===== config.mk =====
export PLATFORM = sky130hd
export DESIGN_NAME = occ_fetch_arbiter
export DESIGN_NICKNAME = d
export VERILOG_FILES = /design/src/rtl/occ_arb_pkg.sv /design/src/rtl/occ_id_fifo.sv /design/src/rtl/occ_fetch_arbiter.sv
export SDC_FILE = /design/constraint.sdc
export NUM_CORES = 1
export LEC_CHECK = 0
export ABC_AREA = 0
export CORE_MARGIN = 2
export CORE_UTILIZATION = 36
export CTS_BUF_LIST = sky130_fd_sc_hd__clkbuf_4 sky130_fd_sc_hd__clkbuf_8
export DETAILED_ROUTE_END_ITERATION = 7
export GPL_TIMING_DRIVEN = 0
export MAX_ROUTING_LAYER = met4
export PLACE_DENSITY = 0.78
export SYNTH_ARGS = -nofsm -noshare
export SYNTH_HDL_FRONTEND = slang
export SYNTH_SLANG_ARGS = --single-unit
export TNS_END_PERCENT = 5

===== constraint.sdc =====
create_clock -name clk -period 2.4 [get_ports clk]
set_input_delay 0.36 -clock clk [delete_from_list [all_inputs] [get_ports clk]]
set_output_delay 0.36 -clock clk [all_outputs]
set_load 0.005 [all_outputs]

===== src/rtl/occ_arb_pkg.sv =====
// Shared definitions for the Occ fetch arbiter and the accelerator top.
package occ_arb_pkg;

  // Default Occ memory interface geometry shared with the accelerator top
  localparam int OCC_ADDR_W  = 8;
  localparam int OCC_DATA_W  = 32;
  localparam int OCC_N_LANES = 4;
  localparam int OCC_MAX_OUT = 4;

  // Bit width needed to index 'value' entries, never less than one bit
  function automatic int clog2_min1(input int value);
    int result;
    if (value > 1) begin
      result = $clog2(value);
    end else begin
      result = 1;
    end
    return result;
  endfunction

  // Lane ID width for the default lane count
  localparam int ID_W = clog2_min1(OCC_N_LANES);

endpackage


===== src/rtl/occ_id_fifo.sv =====
// Synchronous FIFO holding the lane IDs of in-flight Occ requests.
// A push is accepted while full as long as a pop happens on the same edge.
module occ_id_fifo
  import occ_arb_pkg::*;
#(
  parameter int DEPTH = 4,
  parameter int WIDTH = 2
) (
  input  logic                   clk,
  input  logic                   rst_n,
  input  logic                   push,
  input  logic                   pop,
  input  logic [WIDTH-1:0]       din,
  output logic                   full,
  output logic                   empty,
  output logic [$clog2(DEPTH):0] count,
  output logic [WIDTH-1:0]       head
);

  localparam int PTR_W = clog2_min1(DEPTH);
  localparam int CNT_W = $clog2(DEPTH) + 1;

  logic [WIDTH-1:0] mem_r [DEPTH];
  logic [PTR_W-1:0] wr_ptr_r;
  logic [PTR_W-1:0] rd_ptr_r;
  logic [CNT_W-1:0] count_r;
  logic             full_s;
  logic             empty_s;
  logic             pop_ok_s;
  logic             push_ok_s;

  // Pointer increment wrapping modulo DEPTH
  function automatic logic [PTR_W-1:0] ptr_inc(input logic [PTR_W-1:0] ptr);
    logic [PTR_W-1:0] nxt;
    if (ptr == PTR_W'(DEPTH - 1)) begin
      nxt = '0;
    end else begin
      nxt = ptr + PTR_W'(1);
    end
    return nxt;
  endfunction

  assign full_s    = (count_r == CNT_W'(DEPTH));
  assign empty_s   = (count_r == CNT_W'(0));
  assign pop_ok_s  = pop & ~empty_s;
  assign push_ok_s = push & (~full_s | pop_ok_s);

  // ID storage write port
  always_ff @(posedge clk) begin
    if (push_ok_s) begin
      mem_r[wr_ptr_r] <= din;
    end
  end

  // Pointers and occupancy count
  always_ff @(posedge clk) begin
    if (!rst_n) begin
      wr_ptr_r <= '0;
      rd_ptr_r <= '0;
      count_r  <= '0;
    end else begin
      if (push_ok_s) begin
        wr_ptr_r <= ptr_inc(wr_ptr_r);
      end
      if (pop_ok_s) begin
        rd_ptr_r <= ptr_inc(rd_ptr_r);
      end
      case ({push_ok_s, pop_ok_s})
        2'b10:   count_r <= count_r + CNT_W'(1);
        2'b01:   count_r <= count_r - CNT_W'(1);
        default: count_r <= count_r;
      endcase
    end
  end

  assign full  = full_s;
  assign empty = empty_s;
  assign count = count_r;
  assign head  = mem_r[rd_ptr_r];

endmodule


===== src/rtl/occ_fetch_arbiter.sv =====
// Round-robin arbiter letting N_LANES lane FSMs share one external Occ
// ROM port, with up to MAX_OUT requests in flight and in-order response
// routing back to the issuing lane.
module occ_fetch_arbiter
  import occ_arb_pkg::*;
#(
  parameter int N_LANES = OCC_N_LANES,
  parameter int ADDR_W  = OCC_ADDR_W,
  parameter int DATA_W  = OCC_DATA_W,
  parameter int MAX_OUT = OCC_MAX_OUT
) (
  input  logic                      clk,
  input  logic                      rst_n,
  input  logic                      is_start,
  input  logic [N_LANES-1:0]        lane_req_i,
  input  logic [N_LANES*ADDR_W-1:0] lane_addr_i,
  output logic [N_LANES-1:0]        lane_gnt_o,
  output logic [N_LANES-1:0]        lane_rsp_valid_o,
  output logic [DATA_W-1:0]         lane_rsp_data_o,
  output logic                      ce_rom_Occ_o,
  output logic [ADDR_W-1:0]         addr_rom_Occ_o,
  input  logic [DATA_W-1:0]         data_Occ_i,
  input  logic                      data_Occ_valid_i,
  output logic                      busy_o,
  output logic                      err_spurious_o
);

  localparam int LID_W = clog2_min1(N_LANES);
  localparam int CNT_W = $clog2(MAX_OUT) + 1;

  logic [LID_W-1:0]   ptr_r;
  logic [LID_W-1:0]   sel_s;
  logic [LID_W-1:0]   head_s;
  logic               found_s;
  logic               can_issue_s;
  logic               grant_s;
  logic               pop_s;
  logic               fifo_full_s;
  logic               fifo_empty_s;
  logic [CNT_W-1:0]   count_s;
  logic [N_LANES-1:0] gnt_s;
  logic [N_LANES-1:0] head_oh_s;
  logic [ADDR_W-1:0]  sel_addr_s;
  logic               ce_r;
  logic [ADDR_W-1:0]  addr_r;
  logic [N_LANES-1:0] rsp_valid_r;
  logic [DATA_W-1:0]  rsp_data_r;
  logic               err_r;

  // A pop frees a slot on the same edge, so a full FIFO can still issue
  assign pop_s       = data_Occ_valid_i & ~fifo_empty_s;
  assign can_issue_s = rst_n & is_start & (~fifo_full_s | pop_s);
  assign grant_s     = found_s & can_issue_s;

  // Round-robin search: first requesting lane at or after the pointer
  always_comb begin
    int idx;
    idx     = 0;
    found_s = 1'b0;
    sel_s   = '0;
    for (int i = 0; i < N_LANES; i++) begin
      idx = int'(ptr_r) + i;
      if (idx >= N_LANES) begin
        idx = idx - N_LANES;
      end else begin
        idx = idx;
      end
      if (!found_s && lane_req_i[LID_W'(idx)]) begin
        found_s = 1'b1;
        sel_s   = LID_W'(idx);
      end else begin
        found_s = found_s;
      end
    end
  end

  // One-hot grant and address mux for the selected lane
  always_comb begin
    gnt_s      = '0;
    sel_addr_s = '0;
    for (int k = 0; k < N_LANES; k++) begin
      if (sel_s == LID_W'(k)) begin
        gnt_s[k]   = grant_s;
        sel_addr_s = lane_addr_i[k*ADDR_W +: ADDR_W];
      end else begin
        gnt_s[k]   = 1'b0;
      end
    end
  end

  // One-hot decode of the lane owning the oldest outstanding request
  always_comb begin
    head_oh_s = '0;
    for (int k = 0; k < N_LANES; k++) begin
      if (head_s == LID_W'(k)) begin
        head_oh_s[k] = 1'b1;
      end else begin
        head_oh_s[k] = 1'b0;
      end
    end
  end

  occ_id_fifo #(
    .DEPTH (MAX_OUT),
    .WIDTH (LID_W)
  ) u_id_fifo (
    .clk   (clk),
    .rst_n (rst_n),
    .push  (grant_s),
    .pop   (pop_s),
    .din   (sel_s),
    .full  (fifo_full_s),
    .empty (fifo_empty_s),
    .count (count_s),
    .head  (head_s)
  );

  // Issue side: external strobe, address and round-robin pointer
  always_ff @(posedge clk) begin
    if (!rst_n) begin
      ce_r   <= 1'b0;
      addr_r <= '0;
      ptr_r  <= '0;
    end else if (grant_s) begin
      ce_r   <= 1'b1;
      addr_r <= sel_addr_s;
      if (sel_s == LID_W'(N_LANES - 1)) begin
        ptr_r <= '0;
      end else begin
        ptr_r <= sel_s + LID_W'(1);
      end
    end else begin
      ce_r   <= 1'b0;
    end
  end

  // Response side: route popped data to its lane, flag responses with nothing outstanding
  always_ff @(posedge clk) begin
    if (!rst_n) begin
      rsp_valid_r <= '0;
      rsp_data_r  <= '0;
      err_r       <= 1'b0;
    end else begin
      if (pop_s) begin
        rsp_valid_r <= head_oh_s;
        rsp_data_r  <= data_Occ_i;
      end else begin
        rsp_valid_r <= '0;
      end
      if (data_Occ_valid_i && fifo_empty_s) begin
        err_r <= 1'b1;
      end
    end
  end

  assign lane_gnt_o       = gnt_s;
  assign lane_rsp_valid_o = rsp_valid_r;
  assign lane_rsp_data_o  = rsp_data_r;
  assign ce_rom_Occ_o     = ce_r;
  assign addr_rom_Occ_o   = addr_r;
  assign busy_o           = (count_s != CNT_W'(0));
  assign err_spurious_o   = err_r;

endmodule


==> results.cfg <==
[synthesis]
synth_most_common_cell = nand2_1
netlist_area_sq_um = 2790
synthFlopType = dfxtp_1
synth_seq_cells = 65
yosysTopAreaCellShare_pct = 40.9
synth_top_area_cell = dfxtp_1
avgSynthCellArea_sq_um = 9.09
ys_seq_area_share_pct = 49.5
synthCells = 307
synthTopCellsByCount = nand2_1, dfxtp_1, a21oi_1
async_flop_share_pct = 0
synth_area_leaders = dfxtp_1, nand2_1, edfxtp_1, a21oi_1, ha_1
synth_nets = 390
synth_warnings = 0
synth_cell_types = 40
synth_edf_count = 8

[cts]
htree_levels = 3
clk_pin_slew_worst_paths_ns = 0.07
cts_buffer_depth = 2
cts_buffers = 9
clockRootBuffer = clkbuf_8
tritoncts = done
clock_sinks = 65
clock_latency_ns = 0.34

[outcome]
violations = negative setup slack
status = finished with violations

[sta]
fin_worst_skew_ns = 0.0136
timing.hold.ws_ns = 0.453
drv_slew = 0
rsz0062_at_grt = true
slew_headroom_pct = 68.1
fin_ws_ns = -0.00555
finalSetupTns_ns = -0.00555
setup_viol = 1
period_needed_ns = 2.41
hold_violations = 0
fmax_mhz = 416
post-route-period-util_pct = 100
tightest_slew_ns = 0.479

[floorplan]
die_h_um = 92.1
rows = 32
start_util_pct = 36.7
dieArea_sq_um = 8470
die_w_um = 92.1
io_pins = 123
coreArea_sq_um = 7610

[power]
switchingPower_mw = 1.15
p_int_mw = 2.57
comb_power_share_pct = 36.3
sw_frac_of_total_pct = 30.8
clockPowerShare_pct = 24.8
leakage_nw = 1.67
p_seq_share_pct = 38.9
ir_drop_mv = 0.365
p_per_area_nw_per_um2 = 823

[setup_path]
required_ns = 2.66
critPathLaunchType = register
path_max_fanout = 10
ff2ff_setup_slack_ns = -0.006
r2r_cells = 10
crit_type = register to register
setup.worst_path.start = u_id_fifo.count[0]
worstReg2RegEnd = u_id_fifo.count[2]
cp.arrival_ns = 2.67
end_kind = register
r2r-start = u_id_fifo.count[0]

[hold_path]
min_to = lane_rsp_data_o[29]
min_delay_path_depth = 2
hp-start = lane_rsp_data_o[29]
hold_path_class = register to register

[cells_and_area]
area_delta_synth_final_pct = 61.9
nNetsFinal = 530
finalNonFillerCells = 553
antenna_cells = 0
utilization_pct = 59.4
drive_gt1_share_pct = 13.1

[global_routing]
grt.total_usage_pct = 19.0
grt_overflow = 0
grtUsageMet3_pct = 4.85
grt_max_degree = 12
grt_pass1_vias = 2710
grt_pass1_wl_mm = 12.5
antenna_found_initial = 0
grt_util_met2_pct = 31.8
met1_usage_pct = 21.9
busiest_layer = met2

[drt]
routedWlPerCell_um = 13.9
initialDrtViolationCount = 63
dr.pass1.iters = 4
drc = 0
antenna_left = 0
viasPerCell = 4.90
drt-total-wl_mm = 7.69
vias = 2708

[place]
place_congestion = 0.837
port_buffers = 122
dpl.cell_count = 531
dpl.hpwl_mm = 5.73

[flow_run]
drv_cap = 0
## registers in the layout (all words and copies together), names as in the netlist, 2 cells and up, named ones only
signal and flops:
u_id_fifo.wr_ptr_r 2, lane_rsp_valid_o 4, lane_rsp_data_o 32, addr_rom_Occ_o 8, u_id_fifo.count 3, u_id_fifo.mem_r 8, ptr_r 2, u_id_fifo.rd_ptr_r 2
## routing by layer
layer,vias to the layer above,part of all wire (%)
met5,-,0
met4,0,1.6
met3,11,6.7
met2,107,49
met1,1235,42
li1,1355,-
## cell usage in the layout, fill, tap and decap left out, drive strengths merged, types with 2 or more instances in the layout
master	n
clkdlybuf4s50	113
nand2	71
dfxtp	57
a21oi	40
clkbuf	22
buf	18
inv	14
nor2	10
ha	10
o31ai	9
o311ai	9
a221oi	8
edfxtp	8
o22ai	8
and2	7
dlygate4sd2	7
nor2b	6
mux2i	3
nor3	3
or3	3
nor4	3
nand2b	2
or2	2
mux4	2
xor2	2
clkinv	2
## cell families after synthesis
| group | share of synthesized area, % |
|---|---|
| AOI/OAI and AO/OA | 18.5 |
| xor gates and xnor gates | 0.628 |
| adders and majority gates | 5.20 |
| buffers and inverters | 5.51 |
| DFF | 49.5 |
| muxes | 2.69 |
| and+or+nand+nor | 18.0 |
## how the worst max path moves through the flow
stage	to	slack, ns	depth (start not counted)
6_report	u_id_fifo.count[2]	-0.006	10
5_1_grt	u_id_fifo.count[2]	-0.14	10
2_1_floorplan	u_id_fifo.count[2]	0.02	10
3_5_place_dp	lane_gnt_o[1]	-1.04	8
3_3_place_gp	lane_gnt_o[1]	-0.94	8
4_1_cts	lane_gnt_o[3]	-0.14	7
## what timing repair did
action,CTS,global route
hold buffers,0,0
gates resized for setup,35,7
pin swaps,6,4
setup buffers,4,4
endpoints found under the setup margin,14,5
## worst max-delay path, cell delays in order, from the launching register on
cell and delay, ns:
dfxtp_2 0.36, nor4b_4 0.41, nor3_4 0.09, inv_2 0.10, buf_8 0.14, ha_2 0.19, inv_1 0.05, fa_1 0.38
xor2_1 0.17, or3_1 0.31, a21oi_1 0.13
## power by group through the flow
stage / Combinational, mW / Sequential, mW / Clock, mW
CTS: 1.34 / 1.45 / 0.942
finish: 1.35 / 1.45 / 0.922
floorplan: 0.632 / 1.46 / 0
global route: 1.50 / 1.47 / 0.990
detailed placement: 1.28 / 1.46 / 0
global placement: 1.24 / 1.45 / 0
## through the flow
| step | worst slack [ns] | power [mW] | area, sq um |
|---|---|---|---|
| finish | -0.00555 | 3.72 | 4520 |
| floorplan | 0.0190 | 2.09 | 2790 |
| detailed placement | -1.04 | 2.73 | 4140 |
| global route | -0.144 | 3.96 | 4520 |
| global placement | -0.942 | 2.69 | 4140 |
| CTS | -0.136 | 3.73 | 4470 |
## cell type report
cell class | instances | area (sq um)
Fill cell | 671 | 3090
Buffer | 19 | 111
Timing Repair Buffer | 130 | 1270
Sequential cell | 65 | 1390
Inverter | 14 | 57.6
Tap cell | 102 | 128
Clock buffer | 12 | 153
Clock inverter | 3 | 41.3
Multi-Input combinational cell | 208 | 1370
Power figures use the tool's default switching activity.
